==> config.mk <==
export PLATFORM = sky130hd
export DESIGN_NAME = key_event_multi
export DESIGN_NICKNAME = d
export VERILOG_FILES = /design/src/rtl/key_event_pkg.sv /design/src/rtl/key_event_chan.sv /design/src/rtl/key_event_multi.sv
export SDC_FILE = /design/constraint.sdc
export NUM_CORES = 1
export LEC_CHECK = 0
export BUFFER_PORTS_ARGS = -buffer_cell sky130_fd_sc_hd__buf_2
export CAP_MARGIN = 0
export CORE_MARGIN = 10
export CORE_UTILIZATION = 49
export CTS_BUF_LIST = sky130_fd_sc_hd__clkbuf_4 sky130_fd_sc_hd__clkbuf_8 sky130_fd_sc_hd__clkbuf_16
export DETAILED_ROUTE_END_ITERATION = 7
export PLACE_DENSITY_LB_ADDON = 0.12
export SETUP_SLACK_MARGIN = 0.3
export SLEW_MARGIN = 10
export SYNTH_ARGS = -nofsm -noshare
export SYNTH_HDL_FRONTEND = slang
export SYNTH_SLANG_ARGS = --single-unit
==> constraint.sdc <==
create_clock -name clk -period 7.95 [get_ports clk]
set_input_delay 0.3975 -clock clk [delete_from_list [all_inputs] [get_ports clk]]
set_output_delay 0.3975 -clock clk [all_outputs]
set_load 0.02 [all_outputs]
==> src/rtl/key_event_pkg.sv <==
`default_nettype none
// ============================================================================
// Module      : key_event_pkg
// Description : Shared definitions for the multi-channel key event front end.
//               Classifier state encoding, default timing constants (50 MHz)
//               and counter width helpers.
// Revision    : 1.0 - initial release
// ============================================================================
package key_event_pkg;

  // Classifier state encoding (3 bits)
  localparam logic [2:0] c_st_idle   = 3'd0;
  localparam logic [2:0] c_st_press1 = 3'd1;
  localparam logic [2:0] c_st_lhold  = 3'd2;
  localparam logic [2:0] c_st_gap    = 3'd3;
  localparam logic [2:0] c_st_press2 = 3'd4;

  // Default timing at 50 MHz
  localparam int unsigned c_cnt_max    = 999_999;     // 20 ms debounce window
  localparam int unsigned c_double_gap = 14_999_999;  // 300 ms release-to-press gap
  localparam int unsigned c_long_press = 49_999_999;  // 1 s long-press hold

  // Bits needed to hold the values 0..value (never less than one bit)
  function automatic int unsigned cnt_width(input int unsigned value);
    int unsigned w;
    w = $clog2(value + 1);
    return (w < 1) ? 1 : w;
  endfunction

  function automatic int unsigned max_u(input int unsigned a, input int unsigned b);
    return (a > b) ? a : b;
  endfunction

endpackage
`default_nettype wire

==> src/rtl/key_event_chan.sv <==
`default_nettype none
// ============================================================================
// Module      : key_event_chan
// Description : One key channel: 2-flop synchroniser, debouncer and click
//               classifier (single / double / long press).
// Ports       : clk         - system clock
//               rst         - asynchronous active-high reset
//               key_in      - raw key pin, 0 = pressed
//               key_stable  - debounced level, 0 = pressed
//               single_flag - one-cycle pulse, single click classified
//               double_flag - one-cycle pulse, double click classified
//               long_flag   - one-cycle pulse, long press reached
// Revision    : 1.0 - initial release
// ============================================================================
module key_event_chan
  import key_event_pkg::*;
#(
  parameter int unsigned CNT_MAX    = c_cnt_max,
  parameter int unsigned DOUBLE_GAP = c_double_gap,
  parameter int unsigned LONG_PRESS = c_long_press
) (
  input  logic clk,
  input  logic rst,
  input  logic key_in,
  output logic key_stable,
  output logic single_flag,
  output logic double_flag,
  output logic long_flag
);

  localparam int unsigned c_deb_w = cnt_width(CNT_MAX);
  // One timer serves both the long-press hold and the double-click gap
  localparam int unsigned c_tm_w  = max_u(cnt_width(DOUBLE_GAP), cnt_width(LONG_PRESS));

  localparam logic [c_deb_w-1:0] c_deb_last = c_deb_w'(CNT_MAX - 1);
  localparam logic [c_deb_w-1:0] c_deb_zero = '0;
  localparam logic [c_deb_w-1:0] c_deb_one  = c_deb_w'(1);
  localparam logic [c_tm_w-1:0]  c_gap_last  = c_tm_w'(DOUBLE_GAP - 1);
  localparam logic [c_tm_w-1:0]  c_long_last = c_tm_w'(LONG_PRESS - 1);
  localparam logic [c_tm_w-1:0]  c_tm_zero   = '0;
  localparam logic [c_tm_w-1:0]  c_tm_one    = c_tm_w'(1);

  // --------------------------------------------------------------------------
  // Synchroniser: idles high so reset looks like a released key
  // --------------------------------------------------------------------------
  logic r_sync1;
  logic r_sync2;

  always_ff @(posedge clk or posedge rst) begin
    if (rst) begin
      r_sync1 <= 1'b1;
      r_sync2 <= 1'b1;
    end else begin
      r_sync1 <= key_in;
      r_sync2 <= r_sync1;
    end
  end

  // --------------------------------------------------------------------------
  // Debouncer: the synchronised level must disagree with the stable level for
  // CNT_MAX consecutive cycles before it is accepted.
  // --------------------------------------------------------------------------
  logic               r_stable;
  logic [c_deb_w-1:0] r_deb_cnt;
  logic               w_differ;
  logic               w_settle;
  logic               w_press;
  logic               w_release;

  assign w_differ  = (r_sync2 != r_stable);
  assign w_settle  = w_differ && (r_deb_cnt == c_deb_last);
  // Strobes coincide with the edge that updates the stable level
  assign w_press   = w_settle && !r_sync2;
  assign w_release = w_settle &&  r_sync2;

  always_ff @(posedge clk or posedge rst) begin
    if (rst) begin
      r_stable  <= 1'b1;
      r_deb_cnt <= c_deb_zero;
    end else if (!w_differ) begin
      r_deb_cnt <= c_deb_zero;
    end else if (w_settle) begin
      r_stable  <= r_sync2;
      r_deb_cnt <= c_deb_zero;
    end else begin
      r_deb_cnt <= r_deb_cnt + c_deb_one;
    end
  end

  assign key_stable = r_stable;

  // --------------------------------------------------------------------------
  // Classifier: the timer is cleared on every state entry; flags are
  // registered one-cycle pulses.
  // --------------------------------------------------------------------------
  logic [2:0]        r_state;
  logic [c_tm_w-1:0] r_tm;
  logic              r_single;
  logic              r_double;
  logic              r_long;

  always_ff @(posedge clk or posedge rst) begin
    if (rst) begin
      r_state  <= c_st_idle;
      r_tm     <= c_tm_zero;
      r_single <= 1'b0;
      r_double <= 1'b0;
      r_long   <= 1'b0;
    end else begin
      r_single <= 1'b0;
      r_double <= 1'b0;
      r_long   <= 1'b0;
      case (r_state)
        c_st_idle: begin
          r_tm <= c_tm_zero;
          if (w_press) begin
            r_state <= c_st_press1;
          end
        end

        c_st_press1: begin
          // A release on the very cycle the hold qualifies is still a click
          if (w_release) begin
            r_state <= c_st_gap;
            r_tm    <= c_tm_zero;
          end else if (r_tm == c_long_last) begin
            r_long  <= 1'b1;
            r_state <= c_st_lhold;
            r_tm    <= c_tm_zero;
          end else begin
            r_tm <= r_tm + c_tm_one;
          end
        end

        c_st_lhold: begin
          r_tm <= c_tm_zero;
          if (w_release) begin
            r_state <= c_st_idle;
          end
        end

        c_st_gap: begin
          // A second press arriving on the timeout cycle still makes a double
          if (w_press) begin
            r_state <= c_st_press2;
            r_tm    <= c_tm_zero;
          end else if (r_tm == c_gap_last) begin
            r_single <= 1'b1;
            r_state  <= c_st_idle;
            r_tm     <= c_tm_zero;
          end else begin
            r_tm <= r_tm + c_tm_one;
          end
        end

        c_st_press2: begin
          r_tm <= c_tm_zero;
          if (w_release) begin
            r_double <= 1'b1;
            r_state  <= c_st_idle;
          end
        end

        default: begin
          r_state <= c_st_idle;
          r_tm    <= c_tm_zero;
        end
      endcase
    end
  end

  assign single_flag = r_single;
  assign double_flag = r_double;
  assign long_flag   = r_long;

endmodule
`default_nettype wire

==> src/rtl/key_event_multi.sv <==
`default_nettype none
// ============================================================================
// Module      : key_event_multi
// Description : Multi-channel key front end. Each active-low key is
//               synchronised, debounced and classified into single-click,
//               double-click and long-press one-cycle flags. Channels are
//               fully independent.
// Ports       : clk         - system clock (50 MHz)
//               rst         - asynchronous active-high reset
//               key_in      - raw key pins, 0 = pressed
//               key_stable  - debounced levels, 0 = pressed
//               single_flag - per-channel single-click pulse
//               double_flag - per-channel double-click pulse
//               long_flag   - per-channel long-press pulse
// Revision    : 1.0 - initial release
// ============================================================================
module key_event_multi
  import key_event_pkg::*;
#(
  parameter int unsigned KEY_NUM    = 4,
  parameter int unsigned CNT_MAX    = c_cnt_max,
  parameter int unsigned DOUBLE_GAP = c_double_gap,
  parameter int unsigned LONG_PRESS = c_long_press
) (
  input  logic               clk,
  input  logic               rst,
  input  logic [KEY_NUM-1:0] key_in,
  output logic [KEY_NUM-1:0] key_stable,
  output logic [KEY_NUM-1:0] single_flag,
  output logic [KEY_NUM-1:0] double_flag,
  output logic [KEY_NUM-1:0] long_flag
);

  for (genvar i = 0; i < KEY_NUM; i++) begin : g_chan
    key_event_chan #(
      .CNT_MAX    (CNT_MAX),
      .DOUBLE_GAP (DOUBLE_GAP),
      .LONG_PRESS (LONG_PRESS)
    ) u_chan (
      .clk         (clk),
      .rst         (rst),
      .key_in      (key_in[i]),
      .key_stable  (key_stable[i]),
      .single_flag (single_flag[i]),
      .double_flag (double_flag[i]),
      .long_flag   (long_flag[i])
    );
  end

endmodule
`default_nettype wire

==> results by stage, run 1 <==
Drt:
- The wire length the detailed router placed on met1 is 11,100 um.
- The wire length on met2 is 10,100 um.
- The wire length per cell is 14.7 um.
- The routed design has 22,500 um of wire.
- After detailed routing, the number of remaining DRC violations is 0.
- After detailed routing, the number of vias per cell comes to 5.49.
- The pre-antenna-repair detailed-routing pass consisted of 4 iterations.
- The remaining antenna violation count is 0.
- Signal routing reaches up to met4.
- The DRC marker count from the first detailed-route iteration is 643.
- The length of routed met3 wiring is 673 um.
- Detailed routing inserted a total of 8,377 vias.

Timing:
- The remaining max-slew budget at the tightest pin is 0.218.
- The final number of hold-violating endpoints is 0.
- The number of setup violations in the final report is 0.
- For the pin with the worst max-slew slack, the measured transition is 1.17 ns.
- The worst-case clock skew is 0.00695 ns.
- The shortest clock period the worst path allows after layout is 3.06 ns.
- The minimum hold slack is 0.0846 ns.
- Setup repair after global routing left no endpoint under its margin.
- After routing, the total negative slack on setup checks comes to 0 ns.
- In the finished design, the share of the clock period the worst path needs comes to 0.385.
- The count of final max-slew check failures was 0.
- Based on the critical path, the design can be clocked at up to 0.327 GHz.

Floorplan:
- The total area inside the core boundary comes to 22,800 um2.
- The die outline width is 173 um.
- The initial standard-cell utilization of the core is 0.501.
- The floorplan step set the die height to 173 um.
- The row count is 55.
- The floorplan step defined a die boundary enclosing 29,800 um2.
- The number of top-level design ports is 22.

Yosys:
- The gate count after technology mapping is 1,190.
- For this run, the number of Yosys warnings is 0.
- Counting flops with an async set or reset pin after synthesis yields a share of 1.00.
- The distinct cell type count after synthesis is 69.
- After synthesis the cells add up to 11,400 um2.
- The post-synth net total is 1,212.
- The average cell area after synthesis is 9.58 um2.
- After synthesis the netlist holds a flip-flop and latch count of 220.
- For this run, the register share of the synthesized area comes to 0.484.
- In the synthesized netlist the dominant register cell turns out to be dfrtp_1.
- The number of enable-type register cells in the synthesized netlist is 0.

Worst setup path:
- Along the worst path, the maximum fanout reaches 26.
- The top cell family by delay on the critical path is simple AND/OR/NAND/NOR gates.
- The delay contributed by the slowest stage of the critical path is 0.80 ns.
- For the worst setup path, the data arrival time is 3.40 ns.
- The nature of the critical path endpoint is a flip-flop.
- The critical path in this run is classified as flip-flop to flip-flop.
- The critical path goes through or4_1 > or4_1 > nor4_1 > or4_1 > a21oi_1.
- The worst endpoint required time is 8.29 ns.
- Counting both buffers and inverters, the worst setup path holds a total of 0.
- The slowest stage of the critical path belongs to the cell or4_1.
- By instance count, the cell type seen most on the critical path is or4_1.
- STA classifies the critical path startpoint as a flip-flop.

Clocking:
- The longest clock path from root to sink contains 3 buffers.
- Once the clock tree was built, the setup fixing pass inserted 0 buffers.
- The clock tree from TritonCTS is built.
- The number of levels in the clock H-tree is 1.
- The number of buffers inserted during clock tree synthesis is 25.
- The clock-pin slew reported for the worst setup and hold paths after clock tree synthesis is 0.06 ns.
- For this design, the sink count on the clock tree is 220.
- Clock latency on the worst-skew pair, taken at its later pin, is 0.52 ns.
- The library cell used as clock root buffer is clkbuf_16.

Global route:
- The residual overflow from global routing is 0.
- The number of global-route vias before repair is 8,138.
- Entering global routing, the biggest net connects 142 pins.
- The total global routing track utilization is 0.152.
- The initial antenna violation count is 0.
- The first global-routing pass estimated 40,200 um of wire.

Power and ir drop:
- Summing internal, switching and leakage power gives 2.46 mW.
- The worst supply voltage drop on vdd is 186 uV.
- The power density normalized to cell area is 194 nW/um2.
- For this design the static power due to leakage is 4.90 nW.

Cells and area:
- The final core utilization is 0.554.
- For this run, the number of standard cells in the final layout without fillers is 1,525.
- The layout has 2,054 filler cells.
- For this run, the post-layout net count is 1,216.
- The fraction of layout cells with a size suffix above 1 is 0.0899.
- The antenna diode count is 0.
- From synthesis to final layout, the design area changed by 10.7%.

Placement:
- The count of buffers added on input and output ports is 21.
- The weighted congestion at the end of routability-driven global placement is 0.821.
- The final HPWL from detailed placement is 14,500 um.
- Including well taps, the total number of placed cells is 1,476.

Run status:
- The flow ran to the end, and the final reports show no timing, DRC or antenna violations.

Job:
- The count of maximum capacitance violations is 0.

Worst hold path:
- The class of the worst hold path is input pin to asynchronous set/reset pin.
[worst register-to-register path, stage by stage, from the launching register on]
cell	delay (ns)
dfrtp_1	0.43
or4_1	0.52
or4_1	0.51
nor4_1	0.46
or4_1	0.80
a21oi_1	0.17
[synth_stat cells, types with 2 or more instances]
cell type	instances	area share
or3b_2	2	0.0015
nand4bb_1	3	0.0030
xnor2_1	103	0.079
nor2_1	158	0.052
dfstp_2	12	0.028
inv_1	29	0.0095
nand4b_1	4	0.0031
or4b_2	8	0.0070
nor3b_1	6	0.0040
buf_2	12	0.0053
dfrtp_1	208	0.46
and4_1	20	0.015
a32oi_1	2	0.0015
nor3_1	99	0.043
buf_4	19	0.013
ha_1	16	0.018
nand2b_1	9	0.0049
and4b_1	3	0.0026
nor2b_1	2	0.0011
o21ai_0	8	0.0035
nor4b_1	4	0.0031
a21oi_1	34	0.015
o31ai_1	2	0.0013
nand3_1	79	0.035
clkbuf_1	21	0.0069
nand4_1	42	0.023
and3_1	26	0.014
nand3b_1	8	0.0053
mux2_2	2	0.0020
a31oi_1	5	0.0027
nand2_1	81	0.027
nor4_1	35	0.019
and2_1	10	0.0055
nor4bb_1	4	0.0035
xor2_1	65	0.050
or4_1	3	0.0020
or2_2	4	0.0022
or3_1	11	0.0060
[cell families (layout without fill, tap and decap cells)]
| logic type | after synthesis | in the layout | share of synthesized area |
|---|---|---|---|
| mux | 3 | 3 | 0.00285 |
| simple gates | 627 | 627 | 0.290 |
| compound gates | 74 | 74 | 0.0419 |
| flops | 220 | 220 | 0.484 |
| fa+ha+maj | 16 | 16 | 0.0176 |
| buf+inv | 82 | 104 | 0.0346 |
| xor+xnor | 168 | 168 | 0.129 |
[metrics by stage]
step / cell area, um2 / worst slack [ns]
after floorplan: 11400 / 1.55
after global placement: 11700 / 4.99
after detailed placement: 11700 / 4.89
after CTS: 12600 / 4.87
after global routing: 12600 / 4.68
final: 12600 / 4.89
[power breakdown]
group	switching, mW	total (mW)	internal [mW]	leakage [nW]
logic	0.0342	0.0442	0.00996	1.41
registers	0.00722	1.14	1.13	3.02
clock network	0.466	1.28	0.810	0.462
total	0.507	2.46	1.95	4.90
[final cells by class]
| cell class | instances | area, um2 | area share |
|---|---|---|---|
| clock buffers | 30 | 688 | 0.0545 |
| clock inverters | 15 | 233 | 0.0184 |
| inverters | 29 | 116 | 0.00922 |
| multi-input cells | 888 | 5500 | 0.435 |
| flip-flops and latches | 220 | 5520 | 0.437 |
| well taps | 313 | 392 | 0.0310 |
| repair buffers | 30 | 183 | 0.0145 |
[cells in the final DEF (no fill, tap or decap), drive strengths merged, types with 6 or more instances in the layout]
master and n:
or4b 9, nand4 42, nand3b 8, clkbuf 30
dfstp 12, nand3 79, clkinv 9, buf 26
or3 11, inv 29, and2 10, nor3 99
xnor2 103, nand2 81, and3 26, bufinv 6
a21oi 35, dfrtp 208, xor2 65, nor3b 6
a31oi 6, ha 16, nor2 158, nor4 37
nand2b 9, o21ai 9, and4 21
[final timing paths]
kind / slack, ns / startpoint / to / depth (start not counted)
worst max-delay path: 4.89 / g_chan[3].u_chan.r_deb_cnt[7]$_DFF_PP0_ / g_chan[3].u_chan.r_tm[22]$_DFF_PP0_ / 5
worst min-delay path: 0.08 / rst / g_chan[2].u_chan.r_tm[15]$_DFF_PP0_ / 2
worst max register to register: 4.89 / g_chan[3].u_chan.r_deb_cnt[7]$_DFF_PP0_ / g_chan[3].u_chan.r_tm[22]$_DFF_PP0_ / 5
worst min register to register: 0.36 / g_chan[1].u_chan.r_sync1$_DFF_PP1_ / g_chan[1].u_chan.r_sync2$_DFF_PP1_ / 0
max in group asynchronous: 6.33 / rst / g_chan[3].u_chan.r_tm[13]$_DFF_PP0_ / 3
min in group clk: 0.36 / g_chan[1].u_chan.r_sync1$_DFF_PP1_ / g_chan[1].u_chan.r_sync2$_DFF_PP1_ / 0
[registers in the layout (all words and copies together) (netlist names)]
register / flops
g_chan.u_chan.r_deb_cnt: 80
g_chan.u_chan.double_flag: 4
g_chan.u_chan.single_flag: 4
g_chan.u_chan.r_state: 12
g_chan.u_chan.long_flag: 4
g_chan.u_chan.key_stable: 4
g_chan.u_chan.r_tm: 104
g_chan.u_chan.r_sync1: 4
g_chan.u_chan.r_sync2: 4
[routing by layer]
layer	vias up	GRT usage
met5	-	0
met4	0	0.0381
met3	36	0.0250
met2	98	0.232
met1	4062	0.220
li1	4181	-
[timing repair]
| item | 4_1_cts | 5_1_grt |
|---|---|---|
| hold buffers | 4 | 0 |
| endpoints found under the setup margin | 0 | 0 |
| resized for setup | 0 | 0 |
| hold endpoints to repair | 4 | 0 |
Power figures use the tool's default switching activity.
==> run 2, diff against run 1 <==
--- a/config.mk
+++ b/config.mk
@@ -5,6 +5,7 @@
 export SDC_FILE = /design/constraint.sdc
 export NUM_CORES = 1
 export LEC_CHECK = 0
+export ABC_AREA = 1
 export BUFFER_PORTS_ARGS = -buffer_cell sky130_fd_sc_hd__buf_2
 export CAP_MARGIN = 0
 export CORE_MARGIN = 10
==> constraint.sdc (replaced) <==
create_clock -name clk -period 3.2 [get_ports clk]
set_input_delay 0.16 -clock clk [delete_from_list [all_inputs] [get_ports clk]]
set_output_delay 0.16 -clock clk [all_outputs]
set_load 0.02 [all_outputs]
==> run 2 against run 1 <==
Power rose to 2.5 times the previous value. Via count up 26%. First-iteration DRC count up 9.6%. Sequential share of layout area down 4.7 points. Combinational power rose to 3.1 times the previous value. Largest cell class is now multi-input combinational cells.
==> results by stage, run 2 <==
Cells and area:
- Leaving out fill and tap cells, the most frequent cell in the layout is nand2_1.
- At the end of the flow, the number of nets in the layout was 1,772.
- The largest registers in the layout are g_chan.u_chan.r_tm (104), g_chan.u_chan.r_deb_cnt (80), g_chan.u_chan.r_state (12).
- Of the cells placed in the final design, the portion with a size suffix greater than 1 is 0.112.
- The antenna diode count is 0.
- Compared with the post-synthesis result, the final layout area differs by 10.2%.
- More flip-flops sit in one register than any other, and that register is g_chan.u_chan.r_tm.
- Leaving out fill and tap cells, the most frequent cells in the layout are 361 x nand2_1, 310 x nor2_1, 236 x inv_1.
- The flip-flop count of the largest register after layout is 104.

Power and ir drop:
- The analysis attributes to cell leakage a power of 6.36 nW.
- The proportion of power drawn by flip-flops and latches is 0.456.
- The design draws 6.19 mW.
- Of the total power, the clock network draws 0.522.
- The switching part of the total is 0.212.
- Of the total power, combinational logic draws 0.022.
- The net switching power of the design is 1.31 mW.
- The worst supply voltage drop on vdd is 442 uV.
- The internal portion of the total power is 4.87 mW.
- For this design the ratio of total power to cell area is 437 nW/um2.

Worst setup path:
- In this run the register-to-register setup slack is 0.94 ns.
- The source of the worst register-to-register timing path is g_chan[2].u_chan.r_deb_cnt[0]$_DFF_PP0_.
- The critical register-to-register path endpoint is g_chan[2].u_chan.r_state[1]$_DFFE_PP0P_.
- The number of cells on the worst reg-to-reg path is 10.
- STA puts the critical path data arrival time at 2.73 ns.
- The nature of the critical path endpoint is a flip-flop.
- The largest fanout on the critical path is 23.
- The critical path is of the flip-flop to flip-flop type.
- The worst setup path is launched from a flip-flop.
- The worst endpoint required time is 3.66 ns.

Yosys:
- The synthesized flop and latch total is 220.
- By area, the combinational part of the netlist is dominated by simple AND/OR/NAND/NOR gates.
- Of the total synthesized cell area, the portion taken by XOR and XNOR cells is 0.0502.
- Sorting the synthesized cells by area gives the leading types as dfrtp_1 41%, nand2_1 11%, nor2_1 9.1%.
- The most used standard cell by instance count after synthesis is nand2_1.
- The post-synth net total is 1,745.
- The fraction of the mapped netlist area in simple logic gates is 0.366.
- The synthesized netlist occupies a cell area of 12,800 um2.
- Counting flops with an async set or reset pin after synthesis yields a share of 1.00.
- The gate count after technology mapping is 1,723.
- In the synthesized netlist the dominant register cell turns out to be dfrtp_1.
- After synthesis, the share of cell area in mux cells is 0.000780.
- The dominant cell type by area after synthesis is dfrtp_1.
- The share of Yosys cell area claimed by the top area cell type is 0.405.
- The adder-cell share of the synthesized area is 0.0156.
- The commonest cells after synthesis are 361 x nand2_1, 310 x nor2_1, 237 x inv_1.
- During synthesis, Yosys emitted a total of 0 warnings.
- The compound-cell area share of the yosys netlist is 0.0446.
- The synthesized netlist contains 45 unique library cells.
- The number of enable-type register cells in the synthesized netlist is 0.
- Of the synthesized area, sequential elements account for 0.430.
- The average instance in the mapped netlist occupies 7.45 um2.

Floorplan:
- The floorplan step defined a die boundary enclosing 33,100 um2.
- The initial standard-cell utilization of the core is 0.496.
- The row count is 59.
- The core region is 25,900 um2.
- Pin placement for this block handled 22 I/O pins.
- The die outline width is 182 um.
- From bottom edge to top edge, the die measures 182 um.

Placement:
- The final HPWL from detailed placement is 18,900 um.
- OpenSTA, run right after detailed placement, puts the worst setup slack at 0.928 ns.
- Port buffering added 21 buffers.
- The weighted congestion at the end of routability-driven global placement is 0.865.

Timing:
- The final number of hold-violating endpoints was 0.
- Setup violations remaining at the end of the flow were counted as 0.
- Static timing analysis puts the maximum clock frequency at 0.442 GHz.
- The final worst slack is 0.938 ns.
- For the pin with the worst max-slew slack, the measured transition is 1.00 ns.
- The total negative slack is 0 ns.
- The remaining max-slew budget at the tightest pin is 0.334.
- Subtracting the final worst setup slack from the clock period gives 2.26 ns.
- The portion of the clock cycle consumed by the worst path in the final layout is 0.707.
- The worst-case clock skew is 0.0150 ns.
- The count of final max-slew check failures came to 0.
- Setup repair after global routing left no endpoint under its margin.

Clocking:
- TritonCTS built the clock tree.
- In this run, CTS created clock tree buffers numbering 27.
- No sink is reached through more buffers than the 3 on the longest clock path.
- The number of levels in the clock H-tree is 1.
- The root buffer cell chosen for the clock tree is clkbuf_16.
- The clock-pin slew reported for the worst setup and hold paths after clock tree synthesis is 0.06 ns.
- The clock latency on the worst-skew pair is 0.54 ns.
- The number of sinks on the clock net is 220.
- The number of buffers inserted to repair setup after CTS is 0.

Worst hold path:
- The startpoint of the lowest-slack hold path is key_in[1].
- The cell depth of the worst hold path is 2.
- The worst hold path belongs to the class input pin to flip-flop.
- The endpoint of the worst hold path is g_chan[1].u_chan.r_sync1$_DFF_PP1_.

Global route:
- The number of global-route vias before repair was 9,948.
- For this run, the total global-route usage over all layers was measured as 0.161.
- The initial antenna violation count is 0.
- The first global-routing pass estimated 46,900 um of wire.
- After global routing the overflow that remains totals 0.
- Entering global routing, the biggest net connects 189 pins.

Drt:
- The detailed router finished its first iteration with 705 violations.
- The total number of vias is 10,600.
- The wire length per cell is 12.6 um.
- The routed design has 26,400 um of wire.
- Before antenna repair, the detailed router went through 5 iterations.
- The post-detailed-route via-to-cell ratio is 5.03.
- In the routed design, unresolved DRC markers number 0.
- The remaining antenna violation count is 0.

Run status:
- The flow ran to the end, and the final reports show no timing, DRC or antenna violations.

Job:
- Across the run, the number of max-cap violations was 0.
-- run 2: cell count changes after synthesis, moves of 32 or more --
cell and delta:
inv_1 +208, nand2_1 +280, nand3_1 +32, nor2_1 +152, nor2_2 +33, xnor2_1 -91
-- run 2: logic make-up after synthesis --
group | after synthesis
simple gates | 1030
buf+inv | 279
flops | 220
compound gates | 106
xor+xnor | 71
fa+ha+maj | 16
mux | 1
-- run 2: timing repair --
action,in CTS,in global routing
hold buffers,5,0
endpoints found under the hold margin,32,0
resized for setup,0,0
-- run 2: per-layer routing --
metal | global-route usage | up-vias | part of all wire | routed length, um
met2 | 0.258 | 134 | 0.45 | 12000
met5 | 0 | - | 0 | 0
li1 | - | 5503 | - | -
met4 | 0.0430 | 0 | 0.022 | 592
met3 | 0.0215 | 44 | 0.030 | 782
met1 | 0.223 | 4909 | 0.49 | 13100
-- run 2: power groups by stage --
stage	Clock (mW)	Combinational, mW	Sequential, mW
floorplan	0	0.101	2.87
global route	3.44	0.160	2.82
global placement	0	0.136	2.87
detailed placement	0	0.137	2.87
CTS	3.33	0.142	2.82
finish	3.23	0.135	2.82
-- run 2: area by class of cell --
cell class              instances  area, um2
fillers                      2434      11800
multi-input cells            1224       6130
flip-flops and latches        220       5520
inverters                     249        941
clock buffers                  33        733
well taps                     335        419
clock inverters                17        224
repair buffers                 28        183
-- run 2: worst max path at each step --
stage                                                 start                                       to  slack, ns  cells past startpoint
finish              g_chan[2].u_chan.r_deb_cnt[0]$_DFF_PP0_  g_chan[2].u_chan.r_state[1]$_DFFE_PP0P_       0.94                     10
global route        g_chan[2].u_chan.r_deb_cnt[0]$_DFF_PP0_  g_chan[2].u_chan.r_state[1]$_DFFE_PP0P_       0.64                     10
CTS                 g_chan[2].u_chan.r_deb_cnt[0]$_DFF_PP0_  g_chan[2].u_chan.r_state[1]$_DFFE_PP0P_       0.93                     10
detailed placement  g_chan[2].u_chan.r_deb_cnt[0]$_DFF_PP0_  g_chan[2].u_chan.r_state[1]$_DFFE_PP0P_       0.93                     10
global placement    g_chan[2].u_chan.r_deb_cnt[0]$_DFF_PP0_  g_chan[2].u_chan.r_state[1]$_DFFE_PP0P_       1.01                     10
floorplan                                               rst   g_chan[0].u_chan.double_flag$_DFF_PP0_       0.18                      1
-- run 2: stage by stage --
| stage | util | instances | instance area (um2) | hold slack, ns |
|---|---|---|---|---|
| CTS | 0.546 | 2106 | 14100 | 0.248 |
| global placement | 0.507 | 2051 | 13100 | 0.266 |
| detailed placement | 0.507 | 2051 | 13100 | 0.267 |
| floorplan | - | 1723 | 12800 | 0.164 |
| finish | 0.546 | 2106 | 14100 | 0.271 |
| global route | 0.546 | 2106 | 14100 | 0.257 |
-- run 2: worst max-delay path, cell delays in order, from the launching register on --
cell and delay [ns]:
dfrtp_1 0.37, inv_1 0.13, ha_1 0.20, nand3_1 0.10, nor2_1 0.21, nand4_1 0.23, inv_1 0.13, nor2_1 0.07
nor2_4 0.53, nand3_1 0.13, nand2_1 0.10
